[config.mk]
export PLATFORM = sky130hd
export DESIGN_NAME = battle_front_scanner
export DESIGN_NICKNAME = d
export VERILOG_FILES = /design/src/rtl/battle_front_scanner.sv
export SDC_FILE = /design/constraint.sdc
export NUM_CORES = 1
export LEC_CHECK = 0
export ABC_CLOCK_PERIOD_IN_PS = 5300
export BUFFER_PORTS_ARGS = -buffer_cell sky130_fd_sc_hd__buf_4
export CAP_MARGIN = 0
export CORE_AREA = 2 2 151 153
export DETAILED_ROUTE_END_ITERATION = 16
export DIE_AREA = 0 0 153 155
export PLACE_DENSITY = 0.57
export SLEW_MARGIN = 20
export SYNTH_ARGS = -nofsm -noshare
export SYNTH_HDL_FRONTEND = slang
export SYNTH_SLANG_ARGS = --single-unit
[constraint.sdc]
create_clock -name clk -period 5.3 [get_ports clk]
set_input_delay 0.265 -clock clk [delete_from_list [all_inputs] [get_ports clk]]
set_output_delay 0.265 -clock clk [all_outputs]
set_load 0.03 [all_outputs]
[src/rtl/battle_front_scanner.sv]
// Serially scans friendly and enemy unit slots for the nearest fronts, then applies safety offsets.
// Optional feature macro BATTLE_FRONT_SAT_EN: when defined, the offsets saturate instead of wrapping.
module battle_front_scanner #(
    parameter  int NUM_SLOTS       = 16,
    parameter  int LOC_W           = 9,
    parameter  int TYPE_W          = 2,
    parameter  int FRIENDLY_OFFSET = 6,
    parameter  int ENEMY_OFFSET    = 7,
    localparam int IDX_W           = $clog2(NUM_SLOTS)
) (
    input  logic                        clk,
    input  logic                        rst,
    input  logic                        Start,
    input  logic                        Ack,
    input  logic [NUM_SLOTS*LOC_W-1:0]  unitLoc,
    input  logic [NUM_SLOTS*TYPE_W-1:0] unitType,
    input  logic [NUM_SLOTS*LOC_W-1:0]  enemyLoc,
    input  logic [NUM_SLOTS*TYPE_W-1:0] enemyType,
    output logic [LOC_W-1:0]            friendlyFront,
    output logic [LOC_W-1:0]            enemyFront,
    output logic [IDX_W-1:0]            friendlyIdx,
    output logic [IDX_W-1:0]            enemyIdx,
    output logic                        friendlyValid,
    output logic                        enemyValid,
    output logic                        Busy,
    output logic                        Done
);
    typedef enum logic [3:0] {
        S_INITIAL = 4'b0001,
        S_SCAN    = 4'b0010,
        S_ADJUST  = 4'b0100,
        S_DONE    = 4'b1000
    } state_t;

    localparam logic [LOC_W-1:0] LOC_MAX  = {LOC_W{1'b1}};
    localparam logic [LOC_W-1:0] LOC_ZERO = {LOC_W{1'b0}};
    localparam logic [LOC_W-1:0] F_OFF    = LOC_W'(FRIENDLY_OFFSET);
    localparam logic [LOC_W-1:0] E_OFF    = LOC_W'(ENEMY_OFFSET);
    localparam logic [IDX_W-1:0] IDX_ZERO = {IDX_W{1'b0}};
    localparam logic [IDX_W-1:0] IDX_ONE  = IDX_W'(1);
    localparam logic [IDX_W-1:0] LAST_IDX = IDX_W'(NUM_SLOTS - 1);

    state_t           r_state, w_state_nxt;
    logic [IDX_W-1:0] r_i, w_i_nxt;
    logic [LOC_W-1:0] r_f_loc, w_f_loc_nxt, r_e_loc, w_e_loc_nxt;
    logic [IDX_W-1:0] r_f_idx, w_f_idx_nxt, r_e_idx, w_e_idx_nxt;
    logic             r_f_vld, w_f_vld_nxt, r_e_vld, w_e_vld_nxt;

    logic [LOC_W-1:0] w_slot_uloc, w_slot_eloc;
    logic             w_slot_uocc, w_slot_eocc;
    logic [LOC_W:0]   w_f_diff, w_e_sum;
    logic [LOC_W-1:0] w_f_adj, w_e_adj;

    assign w_slot_uloc = unitLoc[int'(r_i)*LOC_W +: LOC_W];
    assign w_slot_eloc = enemyLoc[int'(r_i)*LOC_W +: LOC_W];
    assign w_slot_uocc = |unitType[int'(r_i)*TYPE_W +: TYPE_W];
    assign w_slot_eocc = |enemyType[int'(r_i)*TYPE_W +: TYPE_W];

    // The extra top bit of each result flags borrow/carry out of the location range
    assign w_f_diff = {1'b0, r_f_loc} - {1'b0, F_OFF};
    assign w_e_sum  = {1'b0, r_e_loc} + {1'b0, E_OFF};
`ifdef BATTLE_FRONT_SAT_EN
    assign w_f_adj  = w_f_diff[LOC_W] ? LOC_ZERO : w_f_diff[LOC_W-1:0];
    assign w_e_adj  = w_e_sum[LOC_W]  ? LOC_MAX  : w_e_sum[LOC_W-1:0];
`else
    assign w_f_adj  = w_f_diff[LOC_W-1:0];
    assign w_e_adj  = w_e_sum[LOC_W-1:0];
`endif

    // Next-state and datapath update for the seed/scan/adjust sequence
    always_comb begin
        w_state_nxt = r_state;
        w_i_nxt     = r_i;
        w_f_loc_nxt = r_f_loc;
        w_e_loc_nxt = r_e_loc;
        w_f_idx_nxt = r_f_idx;
        w_e_idx_nxt = r_e_idx;
        w_f_vld_nxt = r_f_vld;
        w_e_vld_nxt = r_e_vld;
        case (r_state)
            S_INITIAL: begin
                if (Start) begin
                    w_state_nxt = S_SCAN;
                    w_i_nxt     = IDX_ONE;
                    w_f_idx_nxt = IDX_ZERO;
                    w_e_idx_nxt = IDX_ZERO;
                    if (|unitType[TYPE_W-1:0]) begin
                        w_f_loc_nxt = unitLoc[LOC_W-1:0];
                        w_f_vld_nxt = 1'b1;
                    end else begin
                        w_f_loc_nxt = LOC_MAX;
                        w_f_vld_nxt = 1'b0;
                    end
                    if (|enemyType[TYPE_W-1:0]) begin
                        w_e_loc_nxt = enemyLoc[LOC_W-1:0];
                        w_e_vld_nxt = 1'b1;
                    end else begin
                        w_e_loc_nxt = LOC_ZERO;
                        w_e_vld_nxt = 1'b0;
                    end
                end else begin
                    w_state_nxt = S_INITIAL;
                end
            end
            S_SCAN: begin
                // Strict compare keeps the lowest index on ties; an unseeded side takes the first occupant
                if (w_slot_uocc && (!r_f_vld || (w_slot_uloc < r_f_loc))) begin
                    w_f_loc_nxt = w_slot_uloc;
                    w_f_idx_nxt = r_i;
                    w_f_vld_nxt = 1'b1;
                end else begin
                    w_f_vld_nxt = r_f_vld;
                end
                if (w_slot_eocc && (!r_e_vld || (w_slot_eloc > r_e_loc))) begin
                    w_e_loc_nxt = w_slot_eloc;
                    w_e_idx_nxt = r_i;
                    w_e_vld_nxt = 1'b1;
                end else begin
                    w_e_vld_nxt = r_e_vld;
                end
                if (r_i == LAST_IDX) begin
                    w_state_nxt = S_ADJUST;
                    w_i_nxt     = IDX_ZERO;
                end else begin
                    w_i_nxt     = r_i + IDX_ONE;
                end
            end
            S_ADJUST: begin
                w_f_loc_nxt = w_f_adj;
                w_e_loc_nxt = w_e_adj;
                w_state_nxt = S_DONE;
            end
            S_DONE: begin
                if (Ack) begin
                    w_state_nxt = S_INITIAL;
                end else begin
                    w_state_nxt = S_DONE;
                end
            end
            default: begin
                w_state_nxt = S_INITIAL;
                w_i_nxt     = IDX_ZERO;
            end
        endcase
    end

    // State and result registers
    always_ff @(posedge clk or negedge rst) begin
        if (!rst) begin
            r_state <= S_INITIAL;
            r_i     <= IDX_ZERO;
            r_f_loc <= LOC_MAX;
            r_e_loc <= LOC_ZERO;
            r_f_idx <= IDX_ZERO;
            r_e_idx <= IDX_ZERO;
            r_f_vld <= 1'b0;
            r_e_vld <= 1'b0;
        end else begin
            r_state <= w_state_nxt;
            r_i     <= w_i_nxt;
            r_f_loc <= w_f_loc_nxt;
            r_e_loc <= w_e_loc_nxt;
            r_f_idx <= w_f_idx_nxt;
            r_e_idx <= w_e_idx_nxt;
            r_f_vld <= w_f_vld_nxt;
            r_e_vld <= w_e_vld_nxt;
        end
    end

    assign friendlyFront = r_f_loc;
    assign enemyFront    = r_e_loc;
    assign friendlyIdx   = r_f_idx;
    assign enemyIdx      = r_e_idx;
    assign friendlyValid = r_f_vld;
    assign enemyValid    = r_e_vld;
    assign Busy          = r_state[1] | r_state[2];
    assign Done          = r_state[3];

endmodule

### Word-level counts from Yosys, hierarchy flattened

Index checks and enable logic that the tools add are counted.

| word-level totals | value |
|---|---|
| register bits | 36 |
| bits in latches | 0 |
| RAM bits | 0 |
| memory bits (read-only) | 0 |
| input bits | 356 |
| output and inout bits | 30 |
| word-level logic and storage cells | 75 |
| memories | 0 |

| operators by class | value |
|---|---|
| $add $sub $neg | 3 |
| $mul | 1 |
| div/mod/pow operators | 0 |
| magnitude comparators | 2 |
| eq/ne operators | 9 |
| shift operators | 4 |
| multiplexer cells | 28 |
| bitwise gates (word level) | 2 |
| reductions and logical operators | 18 |

Operators with widths:

| kind | number |
|---|---|
| indexed part select 144 x 32 -> 9 bit | 1 |
| indexed part select 144 x 9 -> 9 bit | 1 |
| indexed part select 32 x 6 -> 2 bit | 2 |
| two-way mux 9 bit | 6 |
| one-hot mux 9 bit (3 select lines) | 2 |
| two-way mux 4 bit | 7 |
| one-hot mux 4 bit (2 select lines) | 2 |
| one-hot mux 4 bit (4 select lines) | 1 |
| one-hot mux 4 bit (3 select lines) | 1 |
| AND reduction 3 bit | 4 |
| OR reduction 2 bit | 5 |
| adder 9 x 3 -> 9 bit, second input constant | 1 |
| > comparator 9 bit | 1 |
| < comparator 9 bit | 1 |
| subtractor 9 x 3 -> 9 bit, second input constant | 1 |
| equality test 4 bit, second input constant | 2 |
| multiplier 4 x 4 -> 8 bit, second input constant | 1 |
| != test 2 bit, second input constant | 4 |
| two-way mux 1 bit | 6 |
| adder 4 x 1 -> 4 bit, second input constant | 1 |
| equality test 4 x 1 -> 1 bit, second input constant | 1 |
| equality test 4 x 2 -> 1 bit, second input constant | 1 |
| equality test 4 x 3 -> 1 bit, second input constant | 1 |
| one-hot mux 1 bit (2 select lines) | 2 |
| other kinds (9) | 12 |

### Longest topological paths before layout

Gate-level depths: netlist (run 1).

| logic depth | value |
|---|---|
| depth in word-level cells | 7 |
| depth in mapped cells | 17 |
| mapped depth without buffers | 13 |

### Worst setup path before layout (run 1)

OpenSTA, ideal clock, no wires.

| timing path | value |
|---|---|
| path kind | register -> register |
| start | reg r_i[0] |
| end | reg r_f_idx[2], in the netlist friendlyIdx[2] |
| setup time | 0.122 ns |
| data arrival time | 3.781 ns |
| data required time | 5.178 ns |
| slack | 1.397 ns |
| cell stages (with the launch flop) | 15 |
| buffers on the path | 3 |
| period minus slack after synthesis | 3.903 ns |
| path through | dfrtp_1 buf_4 buf_2 buf_1 mux4_2 a22oi_1 nand2_1 ha_1 a21oi_1 o21ai_0 a2111oi_0 a221oi_1 nor2b_1 o21ai_1 a32o_1 |

| between the ends | value |
|---|---|
| cells in the longest elaborated chain, start to end | 7 |
| elaborated cells between the ends (all ways) | 9 |
| classes of those cells | 1 x mul; 1 x order compare; 1 x eq/ne; 2 x shift; 4 x reduce/logical |

Ends and longest elaborated chain:

| what | RTL line | RTL |
|---|---|---|
| start, declared | 44 | `logic [IDX_W-1:0] r_i, w_i_nxt;` |
| start signal, assigned | 160 | `r_i <= w_i_nxt;` |
| multiplier 4 x 4 -> 8 bit | 54 | `assign w_slot_uloc = unitLoc[int'(r_i)*LOC_W +: LOC_W];` |
| indexed part select 144 x 32 -> 9 bit | 54 |  |
| < comparator 9 bit | 107 | `if (w_slot_uocc && (!r_f_vld \|\| (w_slot_uloc < r_f_loc))) begin` |
| logical OR 1 bit | 107 |  |
| logical AND 1 bit * | 107 |  |
| != test 2 bit (no line) * | n/a |  |
| AND reduction 3 bit (no line) * | n/a |  |
| end signal, assigned | 163 | `r_f_idx <= w_f_idx_nxt;` |
| end, declared | 46 | `logic [IDX_W-1:0] r_f_idx, w_f_idx_nxt, r_e_idx, w_e_idx_nxt;` |

Mark *: on every way between the ends. The rest lies on a longest branch, timed or not.
A chain may end at the register's enable or synchronous reset.

### Worst setup path in the final report (run 1)

Ends and elaborated chain as after synthesis.

==> results of run 1 <==
-- cells in the mapped netlist, types with 2 or more instances --
cell type / number
ha_1: 20
o21ai_0: 27
inv_1: 23
nand4_1: 2
or3_1: 2
a22o_1: 7
or2_2: 6
a211o_1: 2
and2_1: 2
a2111oi_0: 2
nor3_1: 15
a32o_1: 2
a22oi_1: 17
a221o_1: 2
a222oi_1: 5
nor2_1: 48
nand2_1: 29
buf_2: 11
nand2b_1: 3
nor2b_1: 4
mux2i_1: 77
xor2_1: 2
a21oi_1: 19
nor3b_1: 3
buf_1: 6
xnor2_1: 9
dfrtp_1: 26
buf_4: 2
clkbuf_1: 24
a211oi_1: 3
o311a_1: 2
o22ai_1: 7
a221oi_1: 36
mux4_2: 47
nand3_1: 12
o221ai_1: 3
nand3b_1: 3
o21a_1: 3
o2bb2ai_1: 4
dfstp_2: 10
-- worst reg2reg max path, delay by kind of cell (launching register included) --
| kind | cells | cell delay, ns |
|---|---|---|
| AOI/OAI and AO/OA | 7 | 1.50 |
| and+or+nand+nor | 2 | 0.43 |
| adders and majority gates | 1 | 0.30 |
| DFF | 1 | 0.77 |
| muxes | 1 | 0.55 |
| buffers and inverters | 1 | 0.44 |
-- per-layer routing --
layer  wire length [microns]  vias to the layer above  part of all wire  track usage
met5                       0                        -                 0            0
met4                     395                        0             0.016       0.0437
met3                    1430                       24             0.058       0.0334
met2                   12200                      255              0.49        0.332
met1                   10700                     2918              0.43        0.268
li1                        -                     2922                 -            -
-- stage by stage --
stage / setup slack [ns] / hold WS (ns) / power [uW] / instance area (sq um)
5_1_grt: 0.931 / 0.312 / 3660 / 8510
3_5_place_dp: 1.21 / 0.282 / 3070 / 8330
2_1_floorplan: 1.40 / -0.0306 / 2280 / 5170
4_1_cts: 1.20 / 0.296 / 3430 / 8510
6_report: 1.20 / 0.306 / 3400 / 8510
3_3_place_gp: 1.30 / 0.274 / 3050 / 8330
-- worst max path at each step --
stage	endpoint	slack, ns
final	friendlyIdx[2]	1.20
after global routing	friendlyIdx[2]	0.93
after CTS	friendlyIdx[2]	1.20
after detailed placement	friendlyIdx[2]	1.21
after global placement	friendlyIdx[2]	1.30
after floorplan	friendlyIdx[2]	1.40
-- state kept, by name, indices dropped and copies added (netlist names) --
signal	flops
enemyFront	9
r_state	4
friendlyValid	1
friendlyFront	9
enemyIdx	4
enemyValid	1
r_i	4
friendlyIdx	4
-- placed cells by master (no fill, tap or decap), types with 5 or more instances in the layout --
| cell type | count |
|---|---|
| buf_4 | 397 |
| mux2i_1 | 77 |
| nor2_1 | 48 |
| mux4_2 | 47 |
| a221oi_1 | 36 |
| nand2_1 | 29 |
| o21ai_0 | 27 |
| dfrtp_1 | 24 |
| inv_1 | 23 |
| ha_1 | 20 |
| a21oi_1 | 19 |
| a22oi_1 | 17 |
| nor3_1 | 14 |
| nand3_1 | 12 |
| dfstp_2 | 10 |
| xnor2_1 | 9 |
| o22ai_1 | 7 |
| a22o_1 | 7 |
| or2_2 | 6 |
| a222oi_1 | 5 |
| clkbuf_16 | 5 |
-- kinds of logic (layout without fill, tap and decap cells) --
logic type | count (synthesis) | after routing | synth area share
buf+inv | 68 | 431 | 0.0540
compound gates | 154 | 154 | 0.224
fa+ha+maj | 20 | 20 | 0.0484
mux | 125 | 125 | 0.357
flops | 36 | 36 | 0.177
xor+xnor | 11 | 11 | 0.0187
simple gates | 134 | 134 | 0.121
-- power breakdown --
| part | switching, uW | internal (uW) | total (uW) |
|---|---|---|---|
| clock network | 121 | 221 | 342 |
| logic | 1290 | 1180 | 2470 |
| registers | 173 | 408 | 581 |
| total | 1580 | 1810 | 3400 |
-- layout make-up --
class | count | area [sq um]
Fill cell | 2266 | 13700
Inverter | 25 | 96.3
Clock buffer | 6 | 129
Timing Repair Buffer | 398 | 2990
Tap cell | 285 | 357
Multi-Input combinational cell | 444 | 3980
Sequential cell | 36 | 918
Clock inverter | 2 | 35.0
-- what timing repair did --
action | CTS | global route
endpoints found under the setup margin | 0 | 0
resized for setup | 0 | 0
hold buffers | 1 | 0
hold endpoints to repair | 26 | 0
==> flow_metrics.tcl, run 1 <==
set metrics [dict create \
    grt_start_max_net_pins 54 \
    critical_path_buf_inv_count 1 \
    timing.critical_path.slowest_cell_delay_ns 0.77 \
    synth-warning-count 0 \
    worstPathCellList "buf_4, mux4_2, a22oi_1, nand2_1, ha_1, a21oi_1, o21ai_0, a2111oi_0, a221oi_1, nor2b_1, o21ai_1, a32o_1" \
    final_period_minus_worst_setup_slack_ns 4.10 \
    status "complete, no violations" \
    start_util 0.232 \
    hold_path_end "enemyFront[1]" \
    synth_top_cells_by_area "mux4_2 (20%), mux2i_1 (15%), dfrtp_1 (13%), a221oi_1 (6.1%), dfstp_2 (5.1%)" \
    min_period_over_period 0.774 \
    detailed_place_hpwl_mm 20.6 \
    maximum_buffer_depth_of_the_clock_tree 2 \
    power.leakage_uw 0.00409 \
    synthesis.instances 548 \
    drt_wl_total_mm 24.7 \
    synth_top_cell_by_area "mux4_2" \
    dominant_synthesized_flop_cell "dfrtp_1" \
    power.density_cell_area_mw_per_mm2 399 \
    tritoncts.num_buffers 5 \
    clock_skew_ns 0.00661 \
    synthesis.nets 924 \
    floorplan.die_area_sq_mm 0.0237 \
    ir_drop_mv 0.269 \
    synth_enable_flop_cells 0 \
    crit_fanout 31 \
    synth_cell_type_count 61 \
    wire_length_of_the_first_global_routing_pass_mm 36.5 \
    critical-path-top-delay-family "compound AO/OA/AOI/OAI gates" \
    drt_drc_violations_left 0 \
    clock-root-buffer "clkbuf_16" \
    critPathLaunchType "register" \
    clkLatencyLatePin_ns 0.28 \
    timing_max_transition_violations_final 0 \
    synth_area_per_cell_sq_um 9.43 \
    clock-sinks 36 \
    first_global_vias 6370 \
    max_freq_mhz 244 \
    gr-usage-all-layers 0.198 \
    yosys.area.top_type_share 0.205 \
    fp.dieW_microns 153 \
    gp_congestion 0.849 \
    design.portCount 386 \
    drive_gt1_frac 0.525 \
    core_sq_mm 0.0222 \
    clock_tree_from_tritoncts "yes" \
    synth.ff_latch_count 36 \
    timing.critical_path.slowest_stage_cell "dfrtp_4" \
    syn-cell-area_sq_mm 0.00517 \
    critical_path_cell_count 12 \
    rsz0062_at_grt "no" \
    die_height_microns 155 \
    r2r.worst_path.cells 12 \
    final.setup.tns_ns 0 \
    final_net_count 1286 \
    worst_reg2reg_path_startpoint "r_i[0]" \
    worst-endpoint-required_ns 5.47 \
    clk_transition_reported_paths_ns 0.06 \
    antenna_left 0 \
    r2r-end "friendlyIdx[2]" \
    synthArstFlopShare 1.00 \
    vias 6119 \
    buffer_ports.inserted 385 \
    first_pass_iters 5 \
    rows 55 \
    reg2reg_slack_ns 1.20 \
    n_antenna_cell 0 \
    postLayoutCoreUtil 0.383 \
    setup_viol_count_final 0 \
    timing_worst_slew_pin_value_ns 1.04 \
    critical_path.endpoint_type "register" \
    cell_depth_of_the_worst_hold_path 3 \
    share_of_synthesized_area_occupied_by_flip_flops_and_latches 0.177 \
    cts_setup_buffers 0 \
    htree_num_levels 2 \
    timing_worst_setup_path_type "reg -> reg" \
    hold_viol 0 \
    grt_overflow_total 0 \
    min-delay-path-class "in -> reg" \
    crit_start "r_i[0]" \
    drt_iter0_markers 402 \
    area_growth_syn_to_layout_pct 64.7 \
    timing.critical_path.arrival_ns 4.27 \
    worstHoldStart "enemyLoc[1]" \
    place_inst 1187 \
    detail_route.wl_per_cell_microns 20.7 \
    fin_cells 1196 \
    detail_route.vias_per_cell 5.12 \
    drv_cap 0 \
    relSlewSlack 0.306 \
    grt_antenna_before_repair 0 \
]
Note: power is estimated with default switching activity, not from simulation.
==> inputs of run 2 (changes only) <==
--- a/config.mk
+++ b/config.mk
@@ -5,13 +5,13 @@
 export SDC_FILE = /design/constraint.sdc
 export NUM_CORES = 1
 export LEC_CHECK = 0
-export ABC_CLOCK_PERIOD_IN_PS = 5300
+export ABC_CLOCK_PERIOD_IN_PS = 3300
 export BUFFER_PORTS_ARGS = -buffer_cell sky130_fd_sc_hd__buf_4
 export CAP_MARGIN = 0
 export CORE_AREA = 2 2 151 153
 export DETAILED_ROUTE_END_ITERATION = 16
 export DIE_AREA = 0 0 153 155
-export PLACE_DENSITY = 0.57
+export PLACE_DENSITY = 0.58
 export SLEW_MARGIN = 20
 export SYNTH_ARGS = -nofsm -noshare
 export SYNTH_HDL_FRONTEND = slang
==> constraint.sdc (replaced) <==
create_clock -name clk -period 3.3 [get_ports clk]
set_input_delay 0.165 -clock clk [delete_from_list [all_inputs] [get_ports clk]]
set_output_delay 0.165 -clock clk [all_outputs]
set_load 0.03 [all_outputs]
==> run 2 against run 1 <==
Against the previous run: the run now ends with negative setup slack left; flip-flop and latch count stayed put; worst setup slack lost 1.2 ns; first-iteration DRC count is 2.5% lower; sequential power increased by 49%; hold slack worse by 0.12 ns; clock power rose by 42%; clock-buffer cell count increased by 2; clock skew increased by 0.0021 ns; core utilization is 4.9 points higher; cell count up 4.0%; largest power group unchanged.
==> flow_metrics.tcl, run 2 (same netlist as run 1, synthesis figures left out) <==
set metrics [dict create \
    worst-endpoint-required_ns 3.50 \
    relSlewSlack 0.429 \
    failed_checks "negative setup slack" \
    max_freq_mhz 299 \
    core_sq_mm 0.0222 \
    hold_path_end "r_state[3]" \
    clk_transition_reported_paths_ns 0.06 \
    detail_route.vias_per_cell 5.21 \
    grt_start_max_net_pins 37 \
    reg2reg_slack_ns -0.04 \
    gp_congestion 0.835 \
    setup_viol_count_final 7 \
    r2r-end "enemyFront[5]" \
    gr-usage-all-layers 0.208 \
    crit_fanout 8 \
    layout_commonest_cell "buf_4" \
    n_antenna_cell 0 \
    htree_num_levels 2 \
    final_period_minus_worst_setup_slack_ns 3.34 \
    drive_gt1_frac 0.616 \
    fin_ws_ns -0.0394 \
    cell_depth_of_the_worst_hold_path 4 \
    timing_worst_slew_pin_value_ns 0.852 \
    clkLatencyLatePin_ns 0.28 \
    ir_drop_mv 0.610 \
    critical_path.endpoint_type "register" \
    timing_max_transition_violations_final 0 \
    drt_wl_total_mm 26.3 \
    first_global_vias 6735 \
    vias 6476 \
    area_growth_syn_to_layout_pct 85.6 \
    tritoncts.num_buffers 5 \
    r2r.worst_path.cells 15 \
    final_cell_mix "buf_4 (422), mux2i_1 (67), nor2_1 (48)" \
    timing.critical_path.arrival_ns 3.54 \
    die_height_microns 155 \
    rows 55 \
    critPathLaunchType "register" \
    worst_reg2reg_path_startpoint "r_i[0]" \
    status "finished with violations" \
    drv_cap 0 \
    postLayoutCoreUtil 0.431 \
    clock_skew_ns 0.00871 \
    detailed_place_hpwl_mm 21.4 \
    maximum_buffer_depth_of_the_clock_tree 2 \
    rsz0062_at_grt "yes" \
    min_period_over_period 1.01 \
    first_pass_iters 5 \
    floorplan.die_area_sq_mm 0.0237 \
    final_net_count 1334 \
    worstHoldStart "Ack" \
    clock-sinks 36 \
    antenna_left 0 \
    timing_worst_setup_path_type "reg -> reg" \
    clock_tree_from_tritoncts "yes" \
    clock-root-buffer "clkbuf_16" \
    grt_overflow_total 0 \
    design.portCount 386 \
    buffer_ports.inserted 385 \
    fp.dieW_microns 153 \
    wire_length_of_the_first_global_routing_pass_mm 38.5 \
    power.leakage_uw 0.00454 \
    start_util 0.232 \
    drt_drc_violations_left 0 \
    final.setup.tns_ns -0.186 \
    drt_iter0_markers 392 \
    min-delay-path-class "in -> reg" \
    detail_route.wl_per_cell_microns 21.1 \
    totalPowerFinal_uw 6690 \
    hold_viol 0 \
    power.density_cell_area_mw_per_mm2 698 \
    grt_antenna_before_repair 1 \
]
-- run 2: cell count changes in the layout (fill, tap and decap cells not counted), moves of 8 or more --
| cell | before | now |
|---|---|---|
| a221oi_1 | 36 | 6 |
| buf_4 | 397 | 422 |
| mux2i_2 | 0 | 10 |
| a221oi_2 | 0 | 29 |
| ha_1 | 20 | 12 |
| mux2i_1 | 77 | 67 |
| buf_12 | 0 | 13 |
-- run 2: worst max-delay path, stage by stage (launching register included) --
cell and delay, ns:
dfrtp_4 0.44, buf_8 0.15, buf_12 0.14, buf_12 0.13, mux4_2 0.55, a22oi_2 0.23, nand2_2 0.11, ha_4 0.28
nor2b_4 0.12, o21a_1 0.13, o21ai_2 0.06, a21oi_2 0.22, o21ai_4 0.10, a21oi_4 0.23, buf_12 0.16, mux2i_1 0.19
-- run 2: how the worst max path moves through the flow --
stage                                 to  cells after the start   start  slack, ns
after floorplan           friendlyIdx[2]                     14  r_i[0]      -0.06
final                      enemyFront[5]                     15  r_i[0]      -0.04
after global routing       enemyFront[1]                     15  r_i[0]      -0.18
after detailed placement  friendlyIdx[2]                     11  r_i[0]      -0.12
after global placement    friendlyIdx[2]                     12  r_i[0]      -0.06
after CTS                  enemyFront[0]                     13  r_i[0]      -0.01
-- run 2: what timing repair did --
item / 4_1_cts / 5_1_grt
gates cloned: 4 / 2
setup endpoints to repair: 27 / 27
endpoints found under the hold margin: 26 / 0
buffers inserted: 5 / 12
hold buffers: 1 / 0
gates resized for setup: 16 / 78
pin swaps: 9 / 49
-- run 2: stage by stage --
step                      area (sq um)  std cells  hold slack [ns]  worst slack [ns]
after floorplan                   5290        548           -0.131           -0.0635
after global placement            8680       1215            0.178           -0.0559
after CTS                         9090       1233            0.180           -0.0141
final                             9590       1244            0.182           -0.0394
after detailed placement          8680       1215            0.186            -0.115
after global routing              9590       1244            0.210            -0.184
-- run 2: final cells by class --
cell class / instances / area (sq um)
fillers: 2208 / 12600
multi-input cells: 444 / 4440
repair buffers: 446 / 3640
flip-flops and latches: 36 / 918
well taps: 285 / 357
clock buffers: 8 / 146
inverters: 25 / 96.3
-- run 2: routing by layer --
metal	track usage	up-vias	wire, microns
met3	0.0404	45	1570
met2	0.347	261	13000
met5	0	-	8
met1	0.278	3138	11000
met4	0.0516	2	693
li1	-	3030	-
-- run 2: power breakdown --
| part | internal [uW] | switching, uW |
|---|---|---|
| registers | 657 | 210 |
| logic | 2770 | 2560 |
| clock network | 302 | 185 |
==> inputs of run 3 (changes only) <==
--- a/config.mk
+++ b/config.mk
@@ -5,13 +5,14 @@
 export SDC_FILE = /design/constraint.sdc
 export NUM_CORES = 1
 export LEC_CHECK = 0
+export ABC_AREA = 1
 export ABC_CLOCK_PERIOD_IN_PS = 3300
 export BUFFER_PORTS_ARGS = -buffer_cell sky130_fd_sc_hd__buf_4
 export CAP_MARGIN = 0
 export CORE_AREA = 2 2 151 153
 export DETAILED_ROUTE_END_ITERATION = 16
 export DIE_AREA = 0 0 153 155
-export PLACE_DENSITY = 0.58
+export PLACE_DENSITY = 0.62
 export SLEW_MARGIN = 20
 export SYNTH_ARGS = -nofsm -noshare
 export SYNTH_HDL_FRONTEND = slang
==> constraint.sdc (replaced) <==
create_clock -name clk -period 3.3 [get_ports clk]
set_input_delay 0.66 -clock clk [delete_from_list [all_inputs] [get_ports clk]]
set_output_delay 0.66 -clock clk [all_outputs]
set_load 0.03 [all_outputs]
==> run 3 against run 2 <==
Against the previous run: the run now ends clean; register-to-register slack gained 0.25 ns; clock skew shrank 0.0044 ns; core utilization shrank 0.85 points; final area shrank 2.0%; non-clock buffer count shrank 16; fmax grew 8.1%; die area is the same; critical path depth grew 3; highest routed layer is now met4; clock-buffer cell count shrank 2; sequential power grew 3.8%; critical endpoint is now enemyFront[2]; cell count grew 37%.
==> flow_metrics.tcl, run 3 <==
set metrics [dict create \
    relSlewSlack 0.386 \
    drive_gt1_frac 0.337 \
    share_of_synthesized_area_occupied_by_flip_flops_and_latches 0.158 \
    clkLatencyLatePin_ns 0.28 \
    grt_antenna_before_repair 0 \
    die_height_microns 155 \
    floorplan.die_area_sq_mm 0.0237 \
    final_area_sq_mm 0.00940 \
    rows 55 \
    crit_fanout 11 \
    crit_start "r_i[0]" \
    reg2reg_slack_ns 0.21 \
    detail_route.wl_per_cell_microns 18.4 \
    synth_cell_type_count 38 \
    start_util 0.261 \
    clock_tree_from_tritoncts "yes" \
    hold_ws_ns 0.335 \
    clock_skew_ns 0.00427 \
    status "complete, no violations" \
    gr-usage-all-layers 0.245 \
    drt_wl_total_mm 31.4 \
    hold_viol 0 \
    yosysMostFrequentCell "nand2_1" \
    tritoncts.num_buffers 5 \
    dominant_synthesized_flop_cell "dfrtp_1" \
    worstPathCellList "buf_12, buf_4, o211ai_1, o211ai_1, o2111ai_1, nand2_1, ha_4, nand2_1, nor2_2, nand2_1, o211ai_1, nand2_1, nand2_1, nand3_2, nand2_8, buf_4, nand3_1, nand2_1" \
    timing_worst_slew_pin_value_ns 0.919 \
    timing_worst_setup_path_type "reg -> reg" \
    synth_top_cell_by_area "nand2_1" \
    first_global_vias 8228 \
    min_period_over_period 0.936 \
    place_inst 1690 \
    design.portCount 386 \
    synth-warning-count 0 \
    max_freq_mhz 324 \
    fp.dieW_microns 153 \
    r2r-end "enemyFront[2]" \
    worst_reg2reg_path_startpoint "r_i[0]" \
    timing.critical_path.slowest_cell_delay_ns 0.52 \
    r2r.worst_path.cells 18 \
    synth_area_per_cell_sq_um 5.49 \
    grt_overflow_total 0 \
    final_net_count 1800 \
    n_antenna_cell 0 \
    vias 8683 \
    clock-sinks 36 \
    timing.critical_path.mode_cell "nand2_1" \
    final_cell_mix "buf_4 (416), nand2_1 (328), inv_1 (117)" \
    final_period_minus_worst_setup_slack_ns 3.09 \
    clock-root-buffer "clkbuf_16" \
    most_instantiated_cells_after_synthesis "nand2_1 (334), inv_1 (119), nor2_1 (109), o21ai_0 (89), nand3_1 (83)" \
    syn-cell-area_sq_mm 0.00580 \
    power.leakage_uw 0.00488 \
    timing_max_transition_violations_final 0 \
    detail_route.vias_per_cell 5.08 \
    drv_cap 0 \
    layout_commonest_cell "buf_4" \
    area_growth_syn_to_layout_pct 62.2 \
    synth.ff_latch_count 36 \
    critPathLaunchType "register" \
    buffer_ports.inserted 385 \
    core_sq_mm 0.0222 \
    htree_num_levels 2 \
    synthesis.instances 1055 \
    wire_length_of_the_first_global_routing_pass_mm 45.8 \
    gp_congestion 0.894 \
    power.density_cell_area_mw_per_mm2 672 \
    synth_top_cells_by_area "nand2_1 (22%), dfrtp_1 (11%), inv_1 (7.7%), o21ai_0 (7.7%), nand3_1 (7.2%)" \
    yosys.area.top_type_share 0.216 \
    synthesis.nets 1431 \
    detailed_place_hpwl_mm 24.5 \
    placed_cell_area_sq_mm 0.00899 \
    drt_iter0_markers 650 \
    totalPowerFinal_uw 6320 \
    synthArstFlopShare 1.00 \
    first_pass_iters 5 \
    antenna_left 0 \
    drt_drc_violations_left 0 \
    maximum_buffer_depth_of_the_clock_tree 2 \
    synth_enable_flop_cells 0 \
    worst-endpoint-required_ns 3.52 \
    clk_transition_reported_paths_ns 0.05 \
    setup_viol_count_final 0 \
    timing.critical_path.arrival_ns 3.31 \
    rsz0062_at_grt "yes" \
    grt_start_max_net_pins 67 \
    timing.critical_path.slowest_stage_cell "dfrtp_4" \
    n_fill_cell 2446 \
    critical_path.endpoint_type "register" \
    fin_cells 1710 \
    ir_drop_mv 0.271 \
    postLayoutCoreUtil 0.423 \
    min-delay-path-class "in -> async" \
]
run 3: changes by cell type after synthesis, moves of 33 or more:
cell / previous run / this run
mux2i_1: 77 / 0
a221oi_1: 36 / 0
o211ai_1: 1 / 34
mux4_2: 47 / 0
nand3_1: 12 / 83
o21ai_0: 27 / 89
nor2_1: 48 / 109
nand2_1: 29 / 334
inv_1: 23 / 119
run 3: repair_timing:
action	in CTS	in global routing
endpoints found under the setup margin	0	28
hold buffers	0	0
buffers inserted	0	9
gates resized for setup	0	29
run 3: layout make-up:
class | count | area [sq um] | area share
multi-input cells | 829 | 4110 | 0.438
repair buffers | 430 | 3400 | 0.362
flip-flops and latches | 36 | 920 | 0.0978
inverters | 122 | 463 | 0.0492
well taps | 285 | 357 | 0.0379
clock buffers | 6 | 139 | 0.0148
clock inverters | 2 | 10.0 | 0.00106
run 3: worst max path at each step:
stage                     depth (start not counted)  slack (ns)            end
after floorplan                                  19        0.65     enemyValid
after global placement                           21        0.11  enemyFront[0]
after detailed placement                         18        0.06  enemyFront[2]
after CTS                                        21        0.05  enemyFront[3]
after global routing                             21       -0.01  enemyFront[3]
final                                            18        0.21  enemyFront[2]
run 3: power breakdown:
group / internal [uW] / switching [uW] / leakage (uW)
Clock: 297 / 177 / 0.0000766
Combinational: 1900 / 3050 / 0.00436
Sequential: 663 / 237 / 0.000443
run 3: metrics by stage:
| step | TNS (ns) | setup slack, ns |
|---|---|---|
| 2_1_floorplan | 0 | 0.653 |
| 6_report | 0 | 0.211 |
| 3_3_place_gp | 0 | 0.108 |
| 4_1_cts | 0 | 0.0472 |
| 3_5_place_dp | 0 | 0.0611 |
| 5_1_grt | -0.0301 | -0.0103 |
run 3: worst max-delay path, delay by kind of cell (launching register included):
family | cells | cell delay, ns
AOI/OAI and AO/OA | 4 | 0.75
adders and majority gates | 1 | 0.30
buffers and inverters | 3 | 0.46
DFF | 1 | 0.52
and+or+nand+nor | 10 | 0.98
run 3: cell families (layout without fill, tap and decap cells):
family,count (synthesis),after routing,share of synthesized area
buffers and inverters,190,560,0.145
AND/OR/NAND/NOR,577,577,0.410
flip-flops,36,36,0.158
adder cells (fa/ha/maj),20,20,0.0432
XOR/XNOR,1,1,0.00151
AO/OA/AOI/OAI,231,231,0.242
run 3: routing by layer:
layer  vias up  GRT usage  routed length, microns
met5         -          0                       0
met4         0     0.0520                     681
met3        45     0.0423                    2360
met2       408      0.452                   15600
li1       4234          -                       -
met1      3996      0.299                   12700
